--- src/rtl/rf68000_node_ram_arbiter.sv ---
// Round-robin arbiter multiplexing NCH WISHBONE-style masters onto one synchronous node RAM port,
// with per-channel address windows and optional null acks for out-of-window cycles.
module rf68000_node_ram_arbiter #(
    parameter int              NCH      = 2,
    parameter int              AW       = 32,
    parameter int              DW       = 32,
    parameter int              RD_LAT   = 3,
    parameter logic [AW-1:0]   WIN_MASK = AW'(32'hFFF00000),
    parameter logic [NCH-1:0]  NULL_ACK = NCH'(2'b10)
) (
    input  logic                  clk_i,
    input  logic                  rst_i,
    input  logic [NCH*AW-1:0]     win_base,
    input  logic [NCH-1:0]        m_cyc,
    input  logic [NCH-1:0]        m_stb,
    input  logic [NCH-1:0]        m_we,
    input  logic [NCH*(DW/8)-1:0] m_sel,
    input  logic [NCH*AW-1:0]     m_adr,
    input  logic [NCH*DW-1:0]     m_dato,
    output logic [NCH-1:0]        m_ack,
    output logic [NCH*DW-1:0]     m_dati,
    output logic                  ram_en,
    output logic [DW/8-1:0]       ram_we,
    output logic [AW-1:0]         ram_adr,
    output logic [DW-1:0]         ram_dati,
    input  logic [DW-1:0]         ram_dato,
    output logic [NCH-1:0]        gnt
);

    localparam int SW = DW / 8;
    localparam int IW = (NCH > 1) ? $clog2(NCH) : 1;

    typedef enum logic [1:0] {IDLE, ACCESS, ACK} state_t;

    state_t          state, state_n;
    logic [IW-1:0]   g, g_n;
    logic [IW-1:0]   rr_last, rr_last_n;
    logic [2:0]      cnt, cnt_n;
    logic [NCH-1:0]  gnt_n, ack_n;
    logic [NCH*DW-1:0] dati_n;
    logic            ram_en_n;
    logic [SW-1:0]   ram_we_n;
    logic [AW-1:0]   ram_adr_n;
    logic [DW-1:0]   ram_dati_n;

    logic [NCH-1:0]  req, hit, nul;
    logic            pick_valid;
    logic [IW-1:0]   pick, ch;
    logic            ch_we;
    logic [SW-1:0]   ch_sel;
    logic [AW-1:0]   ch_adr;
    logic [DW-1:0]   ch_dat;

    always_comb begin
        for (int c = 0; c < NCH; c++) begin
            req[c] = m_cyc[c] & m_stb[c];
            hit[c] = ((m_adr[c*AW +: AW] ^ win_base[c*AW +: AW]) & WIN_MASK) == '0;
            nul[c] = NULL_ACK[c] & req[c] & ~hit[c];
        end
    end

    // Round-robin search starts just after the last channel served.
    always_comb begin
        int idx;
        idx        = 0;
        pick_valid = 1'b0;
        pick       = '0;
        for (int i = 1; i <= NCH; i++) begin
            idx = (int'(rr_last) + i) % NCH;
            if (!pick_valid && req[IW'(idx)] && hit[IW'(idx)]) begin
                pick_valid = 1'b1;
                pick       = IW'(idx);
            end
        end
    end

    // In IDLE the candidate channel drives the RAM port; otherwise the granted one does.
    assign ch     = (state == IDLE) ? pick : g;
    assign ch_we  = m_we[ch];
    assign ch_sel = m_sel[ch*SW +: SW];
    assign ch_adr = m_adr[ch*AW +: AW];
    assign ch_dat = m_dato[ch*DW +: DW];

    always_comb begin
        // NOTE: every signal gets a default first so no path leaves it unassigned (no latches).
        state_n    = state;
        g_n        = g;
        rr_last_n  = rr_last;
        cnt_n      = cnt;
        gnt_n      = gnt;
        ack_n      = m_ack;
        dati_n     = m_dati;
        ram_en_n   = ram_en;
        ram_we_n   = ram_we;
        ram_adr_n  = ram_adr;
        ram_dati_n = ram_dati;

        // Channels not owning the RAM see only their null acks.
        for (int c = 0; c < NCH; c++) begin
            if (state == IDLE || IW'(c) != g) begin
                ack_n[c]              = nul[c];
                dati_n[c*DW +: DW]    = '0;
            end
        end

        case (state)
            IDLE: begin
                if (pick_valid) begin
                    g_n        = pick;
                    gnt_n      = '0;
                    gnt_n[pick] = 1'b1;
                    ram_en_n   = 1'b1;
                    ram_adr_n  = ch_adr;
                    ram_dati_n = ch_dat;
                    ram_we_n   = {SW{ch_we}} & ch_sel;
                    cnt_n      = ch_we ? 3'd0 : 3'(RD_LAT - 1);
                    state_n    = ACCESS;
                end
            end
            ACCESS: begin
                if (!m_cyc[g]) begin
                    ram_en_n  = 1'b0;
                    ram_we_n  = '0;
                    rr_last_n = g;
                    gnt_n     = '0;
                    state_n   = IDLE;
                end else begin
                    ram_adr_n  = ch_adr;
                    ram_dati_n = ch_dat;
                    ram_we_n   = {SW{ch_we}} & ch_sel;
                    if (cnt != 3'd0) begin
                        cnt_n = cnt - 3'd1;
                    end else begin
                        ack_n[g]           = 1'b1;
                        dati_n[g*DW +: DW] = ch_we ? '0 : ram_dato;
                        ram_en_n           = 1'b0;
                        ram_we_n           = '0;
                        state_n            = ACK;
                    end
                end
            end
            ACK: begin
                if (!req[g]) begin
                    ack_n[g]           = 1'b0;
                    dati_n[g*DW +: DW] = '0;
                    rr_last_n          = g;
                    gnt_n              = '0;
                    state_n            = IDLE;
                end
            end
            default: state_n = IDLE;
        endcase
    end

    // NOTE: sequential state uses non-blocking assignments so all registers update together.
    always_ff @(posedge clk_i or posedge rst_i) begin
        if (rst_i) begin
            state    <= IDLE;
            g        <= '0;
            rr_last  <= IW'(NCH - 1);
            cnt      <= '0;
            gnt      <= '0;
            m_ack    <= '0;
            m_dati   <= '0;
            ram_en   <= 1'b0;
            ram_we   <= '0;
            ram_adr  <= '0;
            ram_dati <= '0;
        end else begin
            state    <= state_n;
            g        <= g_n;
            rr_last  <= rr_last_n;
            cnt      <= cnt_n;
            gnt      <= gnt_n;
            m_ack    <= ack_n;
            m_dati   <= dati_n;
            ram_en   <= ram_en_n;
            ram_we   <= ram_we_n;
            ram_adr  <= ram_adr_n;
            ram_dati <= ram_dati_n;
        end
    end

endmodule

--- config.mk ---
export PLATFORM = sky130hd
export DESIGN_NAME = rf68000_node_ram_arbiter
export DESIGN_NICKNAME = d
export VERILOG_FILES = /design/src/rtl/rf68000_node_ram_arbiter.sv
export SDC_FILE = /design/constraint.sdc
export NUM_CORES = 1
export LEC_CHECK = 0
export ABC_AREA = 0
export CAP_MARGIN = 20
export CORE_AREA = 4 4 143 145
export CTS_CLUSTER_SIZE = 30
export DETAILED_ROUTE_END_ITERATION = 12
export DIE_AREA = 0 0 147 149
export PLACE_DENSITY = 0.77
export SLEW_MARGIN = 15
export SYNTH_ARGS = -nofsm -noshare
export SYNTH_HDL_FRONTEND = slang
export SYNTH_SLANG_ARGS = --single-unit
--- constraint.sdc ---
create_clock -name clk_i -period 5 [get_ports clk_i]
set_clock_uncertainty 0.15 [all_clocks]
set_input_delay 0.5 -clock clk_i [delete_from_list [all_inputs] [get_ports clk_i]]
set_output_delay 0.5 -clock clk_i [all_outputs]
set_load 0.005 [all_outputs]
==> results.cfg, run 1 <==
[timing]
holdWs_ns = 0.350
actual_transition_at_the_worst_max_transition_pin_ns = 0.886
max-slew-margin-rel_pct = 40.4
layout_min_cycle_time_ns = 3.38
slew_viol_final = 0
post-route-period-util_pct = 67.6
setup_viol = 0
fmax_ghz = 0.296
fin_tns_setup_ns = 0
timing_hold_violations_final = 0
unrepaired_setup_endpoints_after_global_routing = false

[floorplan]
die_area_um2 = 21900
fp.dieH_um = 149
io-pin-count = 377
dieWidth_um = 147
coreArea_um2 = 19200
initial_core_util_pct = 37.1
number_of_placement_rows = 51

[grt]
grt_start_max_net_pins = 83
number_of_antenna_violations_at_the_first_check_in_global_routing = 0
grt_first_pass_wirelength_mm = 34.6
grt-ovfl-total = 0
globalRouteTotalUtil_pct = 20.1
grt_pass1_vias = 5993

[critical_path]
critical_path_required_ns = 5.15
critical_path.max_fanout = 18
cp_data_arrival_time_ns = 3.53
r2r_setup_slack_ns = 1.84
worst_r2r_startpoint = state[0]
worstSetupPathType = in2reg
worst_setup_path_start_kind = input pin
end_kind = register
timing.critical_path.from = m_adr[20]

[clock_tree]
cts_repair_resize_count = 0
clkLatencyLatePin_ns = 0.42
clock_sinks = 144
cts-buffers-inserted = 17
cts.reportedPaths.clkPinSlew_ns = 0.07
cts.repair_timing.setup_buffer_count = 0
clockRootBuffer = clkbuf_16
cts_hold_buf = 0
cts_tree = done
cts_buffer_depth = 2
cts.htree.levels = 4

[power]
clockPowerShare_pct = 37.3
swShare_pct = 26.1
internal_power_mw = 2.58
share_comb_of_total_power_pct = 23.9
highest_ir_drop_seen_on_vdd_mv = 0.214
areal_power_density_over_the_cells_nw_per_um2 = 309
p_leak_nw = 4.75
switchingPower_uw = 911
pwr-share-seq_pct = 38.8

[synth]
netlist-cell-type-count = 48
synth.yosys.seq_area_share_pct = 50.5
synth_area_um2 = 7130
synth.ff_latch_count = 144
synth_top_cell_by_area = dfrtp_1
synthesis.instances = 510
synth_area_per_cell_um2 = 14.0
synth_largest_type_area_fraction_pct = 50.2
yosys_warnings = 0
syn_nets = 756
synth_top_cells_by_area = dfrtp_1 (50%), mux2_4 (13%), mux2_2 (11%)

[detailed_routing]
detail_route.first_pass.iterations = 7
remaining_drc_errors = 0
detail_route.wl_per_cell_um = 19.7
routed_wl_mm = 22.2
antenna_violating_nets_post_route = 0
vias = 5558
drt-vias-per-instance = 4.95
drtIter0Drc = 199

[placement]
numPlacedInstances = 1090
gp_congestion = 0.825
place_hpwl_mm = 16.6
port_buffers = 336

[hold_path]
hold_path_startpoint = m_dati[62]
timing.hold.worst.class = reg2reg

[status]
outcome = finished, final reports clean

[layout]
antenna_cells = 0
layout.nets = 1090
layout.filler_cells = 1543
post-route-util_pct = 58.8
post_layout_nonfiller_instances = 1122
ratio_of_cells_with_drive_above_1_in_the_final_layout_pct = 21.8
syn2layout_area_growth_pct = 58.2

[job]
max_cap_violations = 0
-- cell usage after synthesis, drive strengths merged --
cell type,n
dfrtp,143
mux2,131
a22o,62
buf,21
nand2,19
xnor2,13
inv,12
clkbuf,10
a21oi,9
nand3,7
o21ai,7
xor2,7
ha,6
nand2b,6
nand4,6
a32oi,5
nor3,5
nor2b,4
o22ai,4
a211oi,3
a31oi,3
nor2,3
nor4,3
and2,2
and3,2
mux2i,2
o2bb2ai,2
a2111oi,1
a21boi,1
a21o,1
a2bb2oi,1
a41o,1
and4,1
dfstp,1
nand4b,1
nor3b,1
o211ai,1
o21a,1
o31ai,1
o41ai,1
-- path summary, 6_finish.rpt --
path / end / cells after the start
min: m_dati[62] / 1
min reg2reg: m_dati[62] / 1
min in group asynchronous: m_dati[49] / 2
max: ram_adr[28] / 8
max reg2reg: ram_dati[0] / 9
max in group asynchronous: ram_adr[29] / 3
-- cell families after synthesis --
| family | synth area share (%) |
|---|---|
| DFF | 50.5 |
| and+or+nand+nor | 4.65 |
| AOI/OAI and AO/OA | 12.5 |
| muxes | 24.1 |
| adders and majority gates | 1.05 |
| buffers and inverters | 4.70 |
| xor gates and xnor gates | 2.46 |
-- sequential cells by signal, indices dropped and copies added, names as in the netlist --
name / cells
m_ack: 2
state: 2
ram_adr: 32
g: 1
cnt: 3
ram_dati: 32
m_dati: 64
rr_last: 1
gnt: 2
ram_en: 1
ram_we: 4
-- metrics by stage --
stage	setup WS, ns	area, um^2	power [mW]
6_report	1.62	11300	3.49
3_5_place_dp	1.19	10700	2.22
3_3_place_gp	1.23	10700	2.20
2_1_floorplan	0.485	7130	1.73
4_1_cts	1.64	11300	3.54
5_1_grt	1.44	11300	3.65
-- cells in the final DEF, fill, tap and decap left out, types with 4 or more instances in the layout --
cell / Yosys / layout
dfrtp_1: 143 / 143
mux2_2: 71 / 71
nand4_1: 6 / 6
clkbuf_16: 0 / 17
nor3_1: 4 / 4
mux2_4: 60 / 60
clkdlybuf4s50_1: 0 / 336
a32oi_1: 5 / 5
nor2b_1: 4 / 4
nand2_1: 19 / 19
nand3_1: 6 / 6
ha_1: 6 / 6
buf_4: 0 / 8
o22ai_1: 4 / 4
xor2_1: 7 / 7
clkinv_8: 0 / 4
nand2b_1: 6 / 6
o21ai_0: 7 / 7
a22o_1: 62 / 62
inv_6: 0 / 8
xnor2_1: 13 / 13
inv_1: 12 / 11
a21oi_1: 8 / 8
-- worst max-delay path, stage by stage --
cell,delay [ns]
clkdlybuf4s50_1,0.54
inv_1,0.09
a2111oi_4,0.43
nand3_4,0.17
o31ai_4,0.46
a21boi_4,0.54
buf_4,0.41
mux2_2,0.37
-- layer usage --
metal | track usage, % | share of wire, % | vias up
met5 | 0 | 0 | -
li1 | - | - | 2556
met2 | 33.5 | 49 | 233
met4 | 4.89 | 1.5 | 0
met3 | 7.29 | 8.0 | 21
met1 | 25.2 | 41 | 2748
-- power groups by stage --
stage	registers, mW	clock network (mW)	logic (mW)
5_1_grt	1.37	1.39	0.889
3_3_place_gp	1.37	0	0.832
3_5_place_dp	1.37	0	0.842
6_report	1.35	1.30	0.835
2_1_floorplan	1.38	0	0.350
4_1_cts	1.35	1.34	0.848
-- area by class of cell --
class	count	area (um^2)	area share [%]
clock buffers	17	425	3.77
clock inverters	15	186	1.65
inverters	12	50.0	0.443
multi-input cells	323	3230	28.6
flip-flops and latches	144	3600	31.9
well taps	265	332	2.94
repair buffers	346	3460	30.7
Power figures use the tool's default switching activity.
==> inputs of run 2 (changes only) <==
CORE_AREA = unset   (was 4 4 143 145)
CORE_MARGIN = 4   (was unset)
CORE_UTILIZATION = 36   (was unset)
DIE_AREA = unset   (was 0 0 147 149)
clock period = 3 ns   (was 5 ns; I/O delays follow)
==> run 2 against run 1 <==
Effect of this change: worst setup slack got worse by 1.2 ns; die area rose by 1.1%; register-to-register slack got worse by 1.4 ns; sequential share of layout area is 0.84 points lower; non-clock buffer count is 23 higher; critical path depth is 3 higher; sequential power increased by 67%; worst hold slack got worse by 0.17 ns; first-iteration DRC count is 15% lower; power increased by 69%; utilization up 0.80 points; critical path type is now reg2reg; critical endpoint is now ram_dati[7]; largest cell class is now buffers.
==> results.cfg, run 2 (same netlist as run 1, synthesis figures left out) <==
[status]
outcome = finished, final reports clean

[detailed_routing]
drt-vias-per-instance = 4.96
detail_route.wl_per_cell_um = 19.4
detail_route.first_pass.iterations = 4
drtIter0Drc = 169
vias = 5675
routed_wl_mm = 22.2
remaining_drc_errors = 0
antenna_violating_nets_post_route = 0

[layout]
top_regs = m_dati: 64 flops, ram_adr: 32 flops, ram_dati: 32 flops
largest-register = m_dati
layout_common_cells = clkdlybuf4s50_1 (336), dfrtp_1 (143), mux2_2 (71), a22o_1 (62), mux2_4 (60)
antenna_cells = 0
post_layout_nonfiller_instances = 1145
layout.nets = 1113
leading_cell_type_in_the_layout_fill_and_taps_excluded = clkdlybuf4s50_1
layout.cell_area.non_filler_um2 = 11600
syn2layout_area_growth_pct = 62.5
largest_register_ffs = 64
ratio_of_cells_with_drive_above_1_in_the_final_layout_pct = 23.9

[grt]
globalRouteTotalUtil_pct = 19.4
grt_first_pass_wirelength_mm = 33.7
number_of_antenna_violations_at_the_first_check_in_global_routing = 0
grt_start_max_net_pins = 58
grt-ovfl-total = 0
grt_pass1_vias = 6113

[floorplan]
io-pin-count = 377
number_of_placement_rows = 51
coreArea_um2 = 19500
die_area_um2 = 22100
fp.dieH_um = 149
dieWidth_um = 149
initial_core_util_pct = 36.7

[placement]
port_buffers = 336
place_hpwl_mm = 16.9
numPlacedInstances = 1113
placed_area_um2 = 11000
pre_cts_slack_ns = 0.0273
gp_congestion = 0.840

[timing]
post-route-period-util_pct = 86.8
unrepaired_setup_endpoints_after_global_routing = false
layout_min_cycle_time_ns = 2.60
layout_setup_ws_ns = 0.397
fin_tns_setup_ns = 0
fmax_ghz = 0.384
timing_hold_violations_final = 0
setup_viol = 0
actual_transition_at_the_worst_max_transition_pin_ns = 0.676
slew_viol_final = 0
max-slew-margin-rel_pct = 54.8

[clock_tree]
cts_tree = done
cts.repair_timing.setup_buffer_count = 0
cts-buffers-inserted = 17
clkLatencyLatePin_ns = 0.41
clockRootBuffer = clkbuf_16
cts_repair_resize_count = 0
cts.htree.levels = 4
cts_buffer_depth = 2
cts.reportedPaths.clkPinSlew_ns = 0.07
cts_hold_buf = 0
clock_sinks = 144

[critical_path]
worst_setup_path_start_kind = register
end_kind = register
worstSetupPathType = reg2reg
crit_path_top_delay_cell = dfrtp_1
cpMostUsedCell = buf_12
worstSetupEndpoint = ram_dati[7]
crit-reg2reg-capture = ram_dati[7]
critPathMaxStageDelay_ns = 0.41
cp_data_arrival_time_ns = 2.75
timing.critical_path.from = state[0]
path_cells = inv_1 -> ha_1 -> nor2b_1 -> nand4_1 -> nor4_1 -> buf_4 -> a21oi_4 -> buf_12 -> buf_12 -> mux2_2 -> mux2_4
r2r.worst_path.cells = 11
r2r_setup_slack_ns = 0.40
critical_path_required_ns = 3.14
worst_r2r_startpoint = state[0]
critical_path.max_fanout = 21

[power]
p_total_mw = 5.89
areal_power_density_over_the_cells_nw_per_um2 = 508
highest_ir_drop_seen_on_vdd_mv = 0.454
p_leak_nw = 4.90

[hold_path]
timing.hold.worst.class = in2async

[job]
max_cap_violations = 0
==> run 2: changes by cell type in the layout (fill, tap and decap cells not counted) <==
cell | before | now
clkinvlp_4 | 1 | 2
bufinv_16 | 1 | 2
clkinv_4 | 0 | 3
inv_8 | 2 | 3
inv_6 | 8 | 4
clkinv_8 | 4 | 2
buf_4 | 8 | 21
buf_12 | 2 | 12
==> run 2: worst max-delay path: cells and delay by family (launching register included) <==
family          cells  cell delay [ns]
compound gates      1             0.19
mux                 2             0.62
fa+ha+maj           1             0.22
flops               1             0.41
simple gates        3             0.28
buf+inv             4             0.59
==> run 2: where the power goes <==
group          total (mW)  leakage, nW  switching, mW  internal (mW)
sequential           2.26         1.82          0.111           2.15
clock                2.20        0.300          0.932           1.27
combinational        1.43         2.78          0.446          0.981
==> run 2: routing by layer <==
metal	global-route usage (%)	wire (um)	part of all wire [%]	vias to the layer above
met5	0	0	0	-
met3	5.96	1570	7.1	28
met4	5.81	457	2.1	0
li1	-	-	-	2611
met1	24.2	9310	42	2792
met2	32.7	10900	49	244
==> run 2: how the worst min path moves through the flow <==
| stage | from | end | slack (ns) | cells past startpoint |
|---|---|---|---|---|
| finish | rst_i | m_dati[6] | 0.18 | 2 |
| global route | rst_i | m_dati[6] | 0.22 | 2 |
| CTS | rst_i | m_dati[6] | 0.19 | 2 |
| detailed placement | m_dati[62] | m_dati[62] | 0.34 | 1 |
| global placement | m_dati[62] | m_dati[62] | 0.33 | 1 |
| floorplan | ram_dato[14] | m_dati[46] | 0.28 | 1 |
==> run 2: layout make-up <==
class,count,area (um^2)
Timing Repair Buffer,369,3760
Sequential cell,144,3600
Multi-Input combinational cell,323,3230
Fill cell,1564,7870
Clock inverter,15,195
Clock buffer,17,425
Inverter,12,48.8
Tap cell,265,332
==> run 2: per-stage QoR <==
| stage | utilization [%] | hold slack [ns] |
|---|---|---|
| after floorplan | - | 0.283 |
| after global placement | 56.4 | 0.333 |
| after detailed placement | 56.4 | 0.340 |
| after CTS | 59.6 | 0.192 |
| after global routing | 59.6 | 0.225 |
| final | 59.6 | 0.178 |
==> inputs of run 3 (changes only) <==
CORE_UTILIZATION = 37   (was 36)
CTS_BUF_LIST = sky130_fd_sc_hd__clkbuf_4   (was unset)
PLACE_DENSITY = 0.79   (was 0.77)
SETUP_SLACK_MARGIN = 0.3   (was unset)
==> run 3 against run 2 <==
Effect of this change: die area fell by 2.6%; sequential power about the same; combinational power is essentially flat; non-clock buffer count down 4; cell area fell by 2.8%; first-iteration DRC count is 120% higher; via count is 0.79% lower; worst setup slack worse by 0.011 ns; power decreased by 16%; highest routed layer unchanged; largest power group unchanged; sequential share of layout area increased by 0.90 points.
==> results.cfg, run 3 (same netlist as run 1, synthesis figures left out) <==
[detailed_routing]
drt-vias-per-instance = 4.96
drtIter0Drc = 375
detail_route.first_pass.iterations = 5
routed_wl_mm = 22.5
detail_route.wl_per_cell_um = 19.8
antenna_violating_nets_post_route = 0
remaining_drc_errors = 0
vias = 5630

[timing]
unrepaired_setup_endpoints_after_global_routing = true
fmax_ghz = 0.383
actual_transition_at_the_worst_max_transition_pin_ns = 0.754
slew_viol_final = 0
post-route-period-util_pct = 87.1
fin_tns_setup_ns = 0
layout_min_cycle_time_ns = 2.61
setup_viol = 0
max-slew-margin-rel_pct = 49.7
timing_hold_violations_final = 0

[power]
p_leak_nw = 4.76
highest_ir_drop_seen_on_vdd_mv = 0.212
p_total_mw = 4.96
areal_power_density_over_the_cells_nw_per_um2 = 440

[floorplan]
die_area_um2 = 21600
fp.dieH_um = 147
coreArea_um2 = 18800
number_of_placement_rows = 50
initial_core_util_pct = 37.9
dieWidth_um = 147
io-pin-count = 377

[grt]
grt_first_pass_wirelength_mm = 34.7
grt_start_max_net_pins = 145
grt-ovfl-total = 0
number_of_antenna_violations_at_the_first_check_in_global_routing = 0
grt_pass1_vias = 6027
globalRouteTotalUtil_pct = 20.4

[critical_path]
worst_path_dominant_cell_family = multiplexers
critical_path_required_ns = 3.31
path_cells = inv_1 -> ha_1 -> nor2b_1 -> nand4_1 -> nor4_2 -> buf_4 -> a21oi_4 -> clkbuf_16 -> mux2_2 -> mux2_4
worst-path-buf-inv = 3
worstSetupPathType = reg2reg
end_kind = register
crit_path_top_delay_cell = dfrtp_1
r2r_setup_slack_ns = 0.39
worst_setup_path_start_kind = register
critPathMaxStageDelay_ns = 0.43
cp_data_arrival_time_ns = 2.93
critical_path.max_fanout = 26

[placement]
place_hpwl_mm = 16.8
gp_congestion = 0.825
port_buffers = 336

[clock_tree]
cts-buffers-inserted = 17
clockRootBuffer = clkbuf_4
clkLatencyLatePin_ns = 0.54
cts_tree = done
cts_buffer_depth = 2
cts.reportedPaths.clkPinSlew_ns = 0.16
cts.htree.levels = 4
clock_sinks = 144

[layout]
top_regs = m_dati: 64 flops, ram_adr: 32 flops, ram_dati: 32 flops
largest-register = m_dati
antenna_cells = 0
layout_common_cells = clkdlybuf4s50_1 (336), dfrtp_1 (143), mux2_2 (71), a22o_1 (62), mux2_4 (60)
layout.filler_cells = 1532
multiInputGateArea_um2 = 3230
syn2layout_area_growth_pct = 57.9
sequential_standard_cell_area_um2 = 3600
ratio_of_cells_with_drive_above_1_in_the_final_layout_pct = 23.6
layout.nets = 1109
largest_register_ffs = 64
leading_cell_type_in_the_layout_fill_and_taps_excluded = clkdlybuf4s50_1

[job]
max_cap_violations = 0

[status]
outcome = finished, final reports clean

[hold_path]
timing.hold.worst.class = in2async
## run 3: cell types whose count changed in the layout (fill, tap and decap cells not counted), sizes merged
cell | previous run | this run
buf | 33 | 27
bufinv | 2 | 0
clkbuf | 17 | 19
clkinv | 5 | 7
clkinvlp | 2 | 1
inv | 18 | 19
## run 3: worst paths after layout
kind,cells past startpoint,startpoint,end
max in group asynchronous,3,rst_i,cnt[2]
worst min-delay path,3,rst_i,ram_dati[9]
worst min register to register,1,m_dati[4],m_dati[4]
worst max-delay path,10,state[0],ram_dati[4]
min in group clk_i,2,ram_dato[31],m_dati[31]
worst max register to register,10,state[0],ram_dati[4]
## run 3: metal layers
layer	track usage [%]	vias to the layer above	part of all wire, %	wire length (um)
li1	-	2604	-	-
met1	25.3	2765	41	9260
met2	34.0	236	50	11200
met3	6.82	25	7.4	1660
met4	5.74	0	1.7	372
met5	0	-	0	0
## run 3: final cells by class
class / instances / area share [%]
timing repair buffer: 365 / 33.2
clock buffer: 17 / 1.13
inverter: 12 / 0.433
sequential: 144 / 32.0
clock inverter: 15 / 1.61
multi-input combinational: 323 / 28.7
tap: 260 / 2.89
## run 3: power breakdown
group          total, mW  switching, mW  internal (mW)
sequential          2.26          0.114           2.14
combinational       1.42          0.442          0.975
clock               1.28          0.884          0.399
## run 3: timing repair
item / 4_1_cts / 5_1_grt
setup buffers: 0 / 1
hold buffers: 0 / 0
resized for setup: 0 / 2
setup endpoints to repair: 0 / 106
## run 3: through the flow
stage                     hold WS [ns]  setup slack [ns]  cell area (um^2)  util (%)  instances
after detailed placement         0.341            0.0544             10900      57.8       1101
after global routing             0.119             0.292             11300      59.8       1136
final                            0.158             0.386             11300      59.8       1136
after global placement           0.337            0.0689             10900      57.8       1101
after floorplan                  0.283             0.482              7140         -        510
after CTS                        0.140             0.356             11200      59.5       1133
## run 3: worst min-delay path: cells and delay by family
family | cells | cell delay [ns]
buf+inv | 3 | 1.09
